--- config.mk ---
export PLATFORM = sky130hd
export DESIGN_NAME = counter_ext_flat
export DESIGN_NICKNAME = d
export VERILOG_FILES = /design/src/rtl/counter_pkg.sv /design/src/rtl/counter_ext_if.sv /design/src/rtl/counter_prescaler.sv /design/src/rtl/counter_ext.sv /design/src/flat_wrapper.sv
export SDC_FILE = /design/constraint.sdc
export NUM_CORES = 1
export LEC_CHECK = 0
export BUFFER_PORTS_ARGS = -buffer_cell sky130_fd_sc_hd__buf_2
export CAP_MARGIN = 25
export CORE_MARGIN = 8
export CORE_UTILIZATION = 46
export DETAILED_ROUTE_END_ITERATION = 12
export GPL_TIMING_DRIVEN = 0
export PLACE_DENSITY = 0.86
export SYNTH_ARGS = -nofsm -noshare
export SYNTH_HDL_FRONTEND = slang
export SYNTH_SLANG_ARGS = --single-unit
--- constraint.sdc ---
create_clock -name clk_i -period 1.99 [get_ports clk_i]
set_clock_uncertainty 0.1 [all_clocks]
set_input_delay 0.398 -clock clk_i [delete_from_list [all_inputs] [get_ports clk_i]]
set_output_delay 0.398 -clock clk_i [all_outputs]
set_load 0.02 [all_outputs]
--- src/rtl/counter_pkg.sv ---
// -----------------------------------------------------------------------------
// counter_pkg
//   Shared constants and helpers for the counter_ext family.
//   - DIR_UP / DIR_DOWN : encoding of the dir_i input
//   - MODE_WRAP / MODE_SAT : encoding of the sat_i input
//   - clog2() : ceiling log2, used to size the optional prescaler phase counter
// -----------------------------------------------------------------------------
package counter_pkg;

  localparam logic DIR_DOWN  = 1'b0;
  localparam logic DIR_UP    = 1'b1;

  localparam logic MODE_WRAP = 1'b0;
  localparam logic MODE_SAT  = 1'b1;

  // Ceiling log2 with a floor of 1 so a register width is never zero.
  function automatic int clog2(input int value);
    int result;
    result = 0;
    while ((1 << result) < value) begin
      result = result + 1;
    end
    if (result < 1) begin
      result = 1;
    end
    return result;
  endfunction

endpackage

--- src/rtl/counter_ext_if.sv ---
// -----------------------------------------------------------------------------
// counter_ext_if
//   Control/status bundle of counter_ext. clk/rst are kept outside as plain
//   ports.
//   Controls (master -> slave):
//     en_i       count enable
//     dir_i      1 = up, 0 = down
//     sat_i      1 = saturate at bounds, 0 = wrap
//     load_i     synchronous parallel load strobe
//     load_val_i load value (clamped to max_i)
//     max_i      inclusive upper bound, range 0..max_i
//     clr_ovf_i  clears the sticky overflow flag
//   Status (slave -> master):
//     data_o     current count
//     tc_o       one-cycle terminal-count pulse
//     ovf_o      sticky boundary-event flag
//   Parameter WIDTH: data-path width in bits.
// -----------------------------------------------------------------------------
interface counter_ext_if #(
  parameter int WIDTH = 4
);

  logic             en_i;
  logic             dir_i;
  logic             sat_i;
  logic             load_i;
  logic [WIDTH-1:0] load_val_i;
  logic [WIDTH-1:0] max_i;
  logic             clr_ovf_i;
  logic [WIDTH-1:0] data_o;
  logic             tc_o;
  logic             ovf_o;

  modport master (
    output en_i, dir_i, sat_i, load_i, load_val_i, max_i, clr_ovf_i,
    input  data_o, tc_o, ovf_o
  );

  modport slave (
    input  en_i, dir_i, sat_i, load_i, load_val_i, max_i, clr_ovf_i,
    output data_o, tc_o, ovf_o
  );

endinterface

--- src/rtl/counter_prescaler.sv ---
// -----------------------------------------------------------------------------
// counter_prescaler
//   Divides the count enable: tick_o fires on every PRESCALE-th cycle in which
//   en_i is high. The phase only advances while en_i=1 and holds otherwise.
//   Ports:
//     clk_i   clock, rising edge
//     rst_i   asynchronous active-high reset, phase -> 0
//     en_i    enable; advances the phase
//     clr_i   synchronous phase clear (driven by the counter's load strobe)
//     tick_o  combinational tick, valid in the cycle whose edge counts
//   Parameter PRESCALE: divide ratio (>= 2).
// -----------------------------------------------------------------------------
module counter_prescaler
  import counter_pkg::*;
#(
  parameter int PRESCALE = 4
) (
  input  logic clk_i,
  input  logic rst_i,
  input  logic en_i,
  input  logic clr_i,
  output logic tick_o
);

  localparam int             PW   = clog2(PRESCALE);
  localparam logic [PW-1:0]  LAST = PW'(PRESCALE - 1);

  logic [PW-1:0] phase_q;
  logic [PW-1:0] phase_d;

  // The tick is taken from the current phase so the counter moves on the
  // same edge that sees the PRESCALE-th enabled cycle.
  assign tick_o = en_i & ~clr_i & (phase_q == LAST);

  always_comb begin
    phase_d = phase_q;
    if (clr_i) begin
      phase_d = '0;
    end else if (en_i) begin
      phase_d = (phase_q == LAST) ? '0 : phase_q + PW'(1);
    end
  end

  always_ff @(posedge clk_i or posedge rst_i) begin
    if (rst_i) begin
      phase_q <= '0;
    end else begin
      phase_q <= phase_d;
    end
  end

endmodule

--- src/rtl/counter_ext.sv ---
// -----------------------------------------------------------------------------
// counter_ext
//   Parametrised up/down event/timebase counter with runtime modulo (max_i),
//   wrap or saturate at the bounds, parallel load, one-cycle terminal-count
//   pulse and a sticky overflow flag.
//   Ports:
//     clk_i  clock, rising edge
//     rst_i  asynchronous active-high reset
//     bus    counter_ext_if.slave (controls in, data_o/tc_o/ovf_o out)
//   Parameters:
//     WIDTH     counter width (>= 2)
//     PRESCALE  enable divide ratio (>= 2), only used when the macro
//               COUNTER_EXT_PRESCALE_EN is defined; otherwise every enabled
//               cycle is a count event.
// -----------------------------------------------------------------------------
module counter_ext
  import counter_pkg::*;
#(
  parameter int WIDTH    = 4,
  parameter int PRESCALE = 4
) (
  input  logic          clk_i,
  input  logic          rst_i,
  counter_ext_if.slave  bus
);

  if (WIDTH < 2 || PRESCALE < 2) begin : g_param_check
    $error("counter_ext: WIDTH and PRESCALE must both be >= 2");
  end

  logic [WIDTH-1:0] data_q;
  logic [WIDTH-1:0] data_d;
  logic             tc_q;
  logic             tc_d;
  logic             ovf_q;
  logic             ovf_d;
  logic             count_event;
  logic             boundary;

`ifdef COUNTER_EXT_PRESCALE_EN
  logic tick;

  counter_prescaler #(
    .PRESCALE (PRESCALE)
  ) u_prescaler (
    .clk_i  (clk_i),
    .rst_i  (rst_i),
    .en_i   (bus.en_i),
    .clr_i  (bus.load_i),
    .tick_o (tick)
  );

  assign count_event = tick;
`else
  assign count_event = bus.en_i;
`endif

  // Next-count logic. Load beats counting; a count event at a bound is a
  // boundary event in both wrap and saturate mode. Up-boundary uses >= so a
  // max_i lowered below the current count is handled on the next up event,
  // while down events simply decrement from wherever the count is.
  always_comb begin
    data_d   = data_q;
    boundary = 1'b0;
    if (bus.load_i) begin
      data_d = (bus.load_val_i > bus.max_i) ? bus.max_i : bus.load_val_i;
    end else if (count_event) begin
      if (bus.dir_i == DIR_UP) begin
        if (data_q >= bus.max_i) begin
          boundary = 1'b1;
          data_d   = (bus.sat_i == MODE_SAT) ? bus.max_i : '0;
        end else begin
          data_d = data_q + WIDTH'(1);
        end
      end else begin
        if (data_q == '0) begin
          boundary = 1'b1;
          data_d   = (bus.sat_i == MODE_SAT) ? '0 : bus.max_i;
        end else begin
          data_d = data_q - WIDTH'(1);
        end
      end
    end
  end

  // A boundary event setting the flag outranks a concurrent clear request.
  always_comb begin
    tc_d  = boundary;
    ovf_d = boundary | (ovf_q & ~bus.clr_ovf_i);
  end

  always_ff @(posedge clk_i or posedge rst_i) begin
    if (rst_i) begin
      data_q <= '0;
      tc_q   <= 1'b0;
      ovf_q  <= 1'b0;
    end else begin
      data_q <= data_d;
      tc_q   <= tc_d;
      ovf_q  <= ovf_d;
    end
  end

  assign bus.data_o = data_q;
  assign bus.tc_o   = tc_q;
  assign bus.ovf_o  = ovf_q;

endmodule

--- src/flat_wrapper.sv ---
// flat-port wrapper written by rule: the top's interface ports become plain ports
module counter_ext_flat import counter_pkg::*;
#(
  parameter int WIDTH    = 4,
  parameter int PRESCALE = 4
)
  (clk_i, rst_i, bus_en_i, bus_dir_i, bus_sat_i, bus_load_i, bus_load_val_i, bus_max_i, bus_clr_ovf_i, bus_data_o, bus_tc_o, bus_ovf_o);
  counter_ext_if #(.WIDTH(WIDTH)) bus_i ();
  input  logic clk_i;
  input  logic rst_i;
  input wire logic [$bits(bus_i.en_i)-1:0] bus_en_i;
  input wire logic [$bits(bus_i.dir_i)-1:0] bus_dir_i;
  input wire logic [$bits(bus_i.sat_i)-1:0] bus_sat_i;
  input wire logic [$bits(bus_i.load_i)-1:0] bus_load_i;
  input wire logic [$bits(bus_i.load_val_i)-1:0] bus_load_val_i;
  input wire logic [$bits(bus_i.max_i)-1:0] bus_max_i;
  input wire logic [$bits(bus_i.clr_ovf_i)-1:0] bus_clr_ovf_i;
  output wire logic [$bits(bus_i.data_o)-1:0] bus_data_o;
  output wire logic [$bits(bus_i.tc_o)-1:0] bus_tc_o;
  output wire logic [$bits(bus_i.ovf_o)-1:0] bus_ovf_o;
  assign bus_i.en_i = bus_en_i;
  assign bus_i.dir_i = bus_dir_i;
  assign bus_i.sat_i = bus_sat_i;
  assign bus_i.load_i = bus_load_i;
  assign bus_i.load_val_i = bus_load_val_i;
  assign bus_i.max_i = bus_max_i;
  assign bus_i.clr_ovf_i = bus_clr_ovf_i;
  assign bus_data_o = bus_i.data_o;
  assign bus_tc_o = bus_i.tc_o;
  assign bus_ovf_o = bus_i.ovf_o;
  counter_ext #(.WIDTH(WIDTH), .PRESCALE(PRESCALE)) u_core (.clk_i(clk_i), .rst_i(rst_i), .bus(bus_i));
endmodule
==> metrics.cfg, run 1 <==
[timing]
fin_crit_sh_pct = 99.4
worstMarginPinSlew_ns = 0.381
finalHoldViolations = 0
fin_tns_setup_ns = 0
slew_headroom_pct = 73.9
finalMaxSlewViolations = 0
rsz0062_at_grt = yes
setup_viol = 0
fmax_mhz = 505
period_needed_ns = 1.98
timing.hold.ws_ns = 0.357

[final_layout]
nNetsFinal = 152
final_cell_mix = buf_2 (18), inv_1 (11), ha_1 (8), buf_4 (7), nand2_1 (6)
final_util_pct = 64.7
finalNonFillerCells = 142
insertedDiodeCount = 0
layout_commonest_cell = buf_2
drive_above_1_share_pct = 39.2
area_delta_synth_final_pct = 37.6
seq_area_um2 = 154
multi_input_area_um2 = 657
num-fill-cells = 155

[clock_tree]
cts_buffers = 3
cts_tree = done
cts.htree.levels = 1
cts.path.max_buffers = 2
clock_latency_ns = 0.25
cts_sinks = 6
cts_root_buf = clkbuf_4
clk_pin_slew_ns = 0.05

[flow_run]
maxCapViolCount = 0

[worst_hold_path]
whs_endpoint = u_core.bus.ovf_o
hp-class = input pin to flop
hold_start = bus_clr_ovf_i
min_delay_path_depth = 3

[power_and_ir_drop]
p_int_w = 0.000438
peakVddDrop_v = 0.000455
seqPwrFrac_pct = 24.2
p_sw_w = 0.000325
p_per_area_nw_per_um2 = 706
leakage_nw = 0.521
p_clk_share_pct = 15.7
p_sw_share_pct = 42.6
power.total_w = 0.000763
pwr-share-comb_pct = 60.1

[setup_path]
critPathLaunchType = flop
r2r-end = u_core.bus.data_o[1]
critPathMaxFanout = 5
critical_path_arrival_ns = 2.00
worst-endpoint-required_ns = 2.01
critPathKind = flop to flop
r2r-start = u_core.bus.data_o[0]
r2r_cells = 7
end_kind = flop
r2r_setup_slack_ns = 0.01

[floorplan]
dieArea_um2 = 3290
fp.coreArea_um2 = 1670
chipHeight_um = 57.3
dieWidth_um = 57.3
io_pins = 21
row_count = 15
initial_core_util_pct = 47.0

[detailed_routing]
dr.pass1.iters = 4
wl_per_cell_um = 16.3
drt_iter0_markers = 36
ant_nets = 0
drc_errors = 0
via_per_inst = 6.18
totalWireLength_um = 2310
routed-via-count = 877

[global_route]
grt_max_degree = 10
grt_pass1_vias = 900
grt_pass1_wl_um = 3770
antenna_found_initial = 0
grt_remaining_overflow = 0
grt_util_all_layers_pct = 14.3

[logic_synthesis]
yosys.cell_types.count = 37
yosysWarnings = 0
async_reset_ff_share_pct = 100
syn-num-nets = 121
synthCells = 95
synth_edf_count = 0
ys_ff_latch = 6
synthFlopType = dfrtp_1
yosysSeqAreaShare_pct = 19.1
syn_area_um2 = 786
syn_area_per_cell_um2 = 8.27

[placed_design]
portBuffers = 18
dpl.cell_count = 130
post-dp-hpwl_um = 1690
gp_congestion = 0.880

[outcome]
outcome = complete, no violations

## power by group through the flow
| stage | Clock (W) | Combinational, W | Sequential [W] |
|---|---|---|---|
| finish | 0.000120 | 0.000458 | 0.000185 |
| global route | 0.000137 | 0.000505 | 0.000188 |
| CTS | 0.000126 | 0.000409 | 0.000178 |
| detailed placement | 0 | 0.000343 | 0.000184 |
| global placement | 0 | 0.000337 | 0.000182 |
| floorplan | 0 | 0.000228 | 0.000201 |
## Yosys cell counts, types with 2 or more instances
cell	number	share of area, %
a21oi_1	7	4.5
a31oi_1	2	1.6
clkbuf_1	2	0.96
dfrtp_1	6	19
ha_1	11	18
inv_1	13	6.2
mux2_2	2	2.9
mux2i_1	2	2.5
nand2_1	6	2.9
nand2b_1	3	2.4
nand3_1	3	1.9
nand4_1	3	2.4
nor2_1	3	1.4
nor3_1	2	1.3
o211ai_1	3	2.9
o21ai_0	3	1.9
o2bb2ai_1	2	2.2
xor2_1	3	3.3
## worst max-delay path by stage
| stage | startpoint | end | cells after the start |
|---|---|---|---|
| 2_1_floorplan | u_core.bus.data_o[0] | u_core.bus.data_o[1] | 7 |
| 3_3_place_gp | bus_max_i[1] | u_core.bus.data_o[1] | 8 |
| 3_5_place_dp | bus_max_i[1] | u_core.bus.data_o[1] | 8 |
| 4_1_cts | u_core.bus.data_o[1] | u_core.bus.data_o[1] | 7 |
| 6_report | u_core.bus.data_o[0] | u_core.bus.data_o[1] | 7 |
| 5_1_grt | u_core.bus.data_o[0] | u_core.bus.data_o[1] | 7 |
## critical path, stage by stage (launching register included)
cell and delay, ns:
dfrtp_2 0.42, inv_4 0.07, ha_4 0.19, nand2b_4 0.13, a2111o_1 0.43, nand4_1 0.10, o21ai_1 0.07, a221o_1 0.34
## final cells by class
class	instances	share of cell area, %
buffer	3	1.74
inverter	13	4.75
timing repair buffer	26	14.1
multi-input combinational	73	60.8
clock buffer	4	2.43
tap	17	1.97
sequential	6	14.2
## metal layers
layer	GRT usage, %	up-vias	wire length [um]
met2	22.2	52	1110
met5	0	-	0
li1	-	413	-
met1	16.1	404	919
met4	8.21	0	59
met3	5.83	8	218
## kinds of logic after synthesis
logic type	after synthesis	share of synthesized area (%)
flops	6	19.1
xor+xnor	3	3.34
buf+inv	16	8.60
compound gates	28	25.5
fa+ha+maj	11	17.5
mux	4	5.41
simple gates	27	20.5
## stage by stage
| step | worst slack [ns] | cell area (um^2) |
|---|---|---|
| after detailed placement | -0.284 | 906 |
| after global routing | -0.0508 | 1080 |
| after CTS | -0.0224 | 1020 |
| after global placement | -0.226 | 906 |
| final | 0.0113 | 1080 |
| after floorplan | -0.00589 | 795 |
## sequential cells by signal, indices dropped and copies added, names as in the netlist
name and count:
u_core.bus.tc_o 1, u_core.bus.data_o 4, u_core.bus.ovf_o 1
## timing repair
item                                    4_1_cts  5_1_grt
gates resized for setup                       5       10
hold buffers                                  1        0
endpoints found under the setup margin        5        5
pin swaps                                     3        2
setup buffers                                 4        3
hold endpoints to repair                      6        0
Note: power is estimated with default switching activity, not from simulation.
==> run 2, diff against run 1 <==
Settings changed: SETUP_SLACK_MARGIN from default to 0.15.
==> run 2 against run 1 <==
  * Design area down 3.0%
  * Utilization down 1.9 points
  * Die area unchanged
  * Critical path depth unchanged
  * Sequential share of layout area up 0.32 points
  * Wire length down 5.8%
  * Via count down 6.8%
  * Non-clock buffer count down 4
  * Maximum frequency about the same
  * Setup slack better by 0.0011 ns
  * Critical endpoint unchanged
==> metrics.cfg, run 2 (same netlist as run 1, synthesis figures left out) <==
[global_route]
grt_util_all_layers_pct = 13.1
grt_remaining_overflow = 0
grt_pass1_wl_um = 3550
grt_max_degree = 10
antenna_found_initial = 0
grt_pass1_vias = 848

[floorplan]
fp.coreArea_um2 = 1670
io_pins = 21
dieWidth_um = 57.3
initial_core_util_pct = 47.0
row_count = 15
dieArea_um2 = 3290
chipHeight_um = 57.3

[power_and_ir_drop]
leakage_nw = 0.503
p_per_area_nw_per_um2 = 695
peakVddDrop_v = 0.000539

[final_layout]
area_delta_synth_final_pct = 33.4
final_cell_mix = buf_2 (18), inv_1 (10), ha_1 (8), nand2_1 (6), a21oi_1 (6)
drive_above_1_share_pct = 38.8
insertedDiodeCount = 0
num-fill-cells = 144
nNetsFinal = 148
largest_reg_flops = 4
layout_commonest_cell = buf_2
finalNonFillerCells = 138

[setup_path]
end_kind = flop
critPathLaunchType = flop
r2r-start = u_core.bus.data_o[0]
r2r-end = u_core.bus.data_o[1]
r2r_cells = 7
worst-endpoint-required_ns = 2.01
cpPeakStageDelay_ns = 0.44
critical_path_arrival_ns = 2.00
crit_family = compound AO/OA/AOI/OAI gates
critPathBufInv = 1
r2r_setup_slack_ns = 0.01
cp_cell_sequence = inv_2, ha_4, nand2b_4, a2111o_1, nand4_1, o21ai_1, a221o_1
critPathMaxFanout = 6
cp_slowest_cell = a2111o_1
critPathKind = flop to flop
crit_start = u_core.bus.data_o[0]

[placed_design]
portBuffers = 18
gp_congestion = 0.905
dpl.cell_count = 130
post-dp-hpwl_um = 1670

[detailed_routing]
routed-via-count = 817
drt_iter0_markers = 47
wl_per_cell_um = 15.7
dr.pass1.iters = 4
ant_nets = 0
drc_errors = 0
totalWireLength_um = 2170
via_per_inst = 5.92

[worst_hold_path]
hp-class = input pin to flop
whs_endpoint = u_core.bus.ovf_o
hold_start = bus_clr_ovf_i
min_delay_path_depth = 3

[clock_tree]
cts_root_buf = clkbuf_4
cts_sinks = 6
clk_pin_slew_ns = 0.05
clock_latency_ns = 0.24
cts_buffers = 3
cts_tree = done
cts.htree.levels = 1
cts.path.max_buffers = 2

[outcome]
outcome = complete, no violations

[timing]
setup_viol = 0
finalHoldViolations = 0
worstMarginPinSlew_ns = 0.405
fmax_mhz = 506
rsz0062_at_grt = yes
slew_headroom_pct = 73.0
period_needed_ns = 1.98
finalMaxSlewViolations = 0
fin_crit_sh_pct = 99.4
timing.hold.ws_ns = 0.343

[flow_run]
maxCapViolCount = 0

[run 2: cell types whose count changed in the layout (fill, tap and decap cells not counted), sizes merged]
cell / previous run / this run
buf: 26 / 22
[run 2: where the power goes]
part | switching (W) | leakage, nW | internal (W) | total [W]
clock network | 0.0000413 | 0.0150 | 0.0000758 | 0.000117
logic | 0.000236 | 0.415 | 0.000192 | 0.000427
registers | 0.0000397 | 0.0722 | 0.000145 | 0.000185
[run 2: final cells by class]
type                            instances  area, um^2  area share (%)
Clock buffer                            4        26.3            2.51
Sequential cell                         6         153            14.6
Inverter                               13        48.8            4.65
Timing Repair Buffer                   22         123            11.7
Multi-Input combinational cell         73         658            62.8
Tap cell                               17        21.3            2.03
Buffer                                  3        18.8            1.79
[run 2: worst register-to-register path: cells and delay by family (launching register included)]
family	cells	cell delay, ns
AO/OA/AOI/OAI	3	0.83
flip-flops	1	0.40
AND/OR/NAND/NOR	2	0.24
adder cells (fa/ha/maj)	1	0.20
buffers and inverters	1	0.09
[run 2: per-layer routing]
layer,GRT usage (%),vias to the layer above,wire length [um]
li1,-,404,-
met1,15.9,370,952
met2,22.2,39,1030
met3,3.14,4,157
met4,3.93,0,30
met5,0,-,0
[run 2: through the flow]
| stage | utilization [%] | setup TNS [ns] | worst slack [ns] | total power, W | instance area [um^2] |
|---|---|---|---|---|---|
| after floorplan | - | -0.00509 | -0.00509 | 0.000433 | 801 |
| after global placement | 54.6 | -0.616 | -0.212 | 0.000526 | 912 |
| after detailed placement | 54.6 | -0.764 | -0.270 | 0.000531 | 912 |
| after CTS | 60.1 | -0.0171 | -0.0171 | 0.000699 | 1000 |
| after global routing | 62.8 | -0.154 | -0.0584 | 0.000787 | 1050 |
| final | 62.8 | 0 | 0.0124 | 0.000729 | 1050 |
[run 2: worst max path at each step]
stage / endpoint / slack (ns) / cells past startpoint
4_1_cts: u_core.bus.data_o[1] / -0.02 / 7
3_5_place_dp: u_core.bus.data_o[1] / -0.27 / 8
6_report: u_core.bus.data_o[1] / 0.01 / 7
5_1_grt: u_core.bus.data_o[1] / -0.06 / 7
3_3_place_gp: u_core.bus.data_o[1] / -0.21 / 8
2_1_floorplan: u_core.bus.data_o[1] / -0.005 / 7
[run 2: repair_timing]
action                                  4_1_cts  5_1_grt
endpoints found under the setup margin        6        6
endpoints found under the hold margin         6        0
hold buffers                                  1        0
buffers inserted                              2        1
resized for setup                             6       10
pin swaps                                     4        5
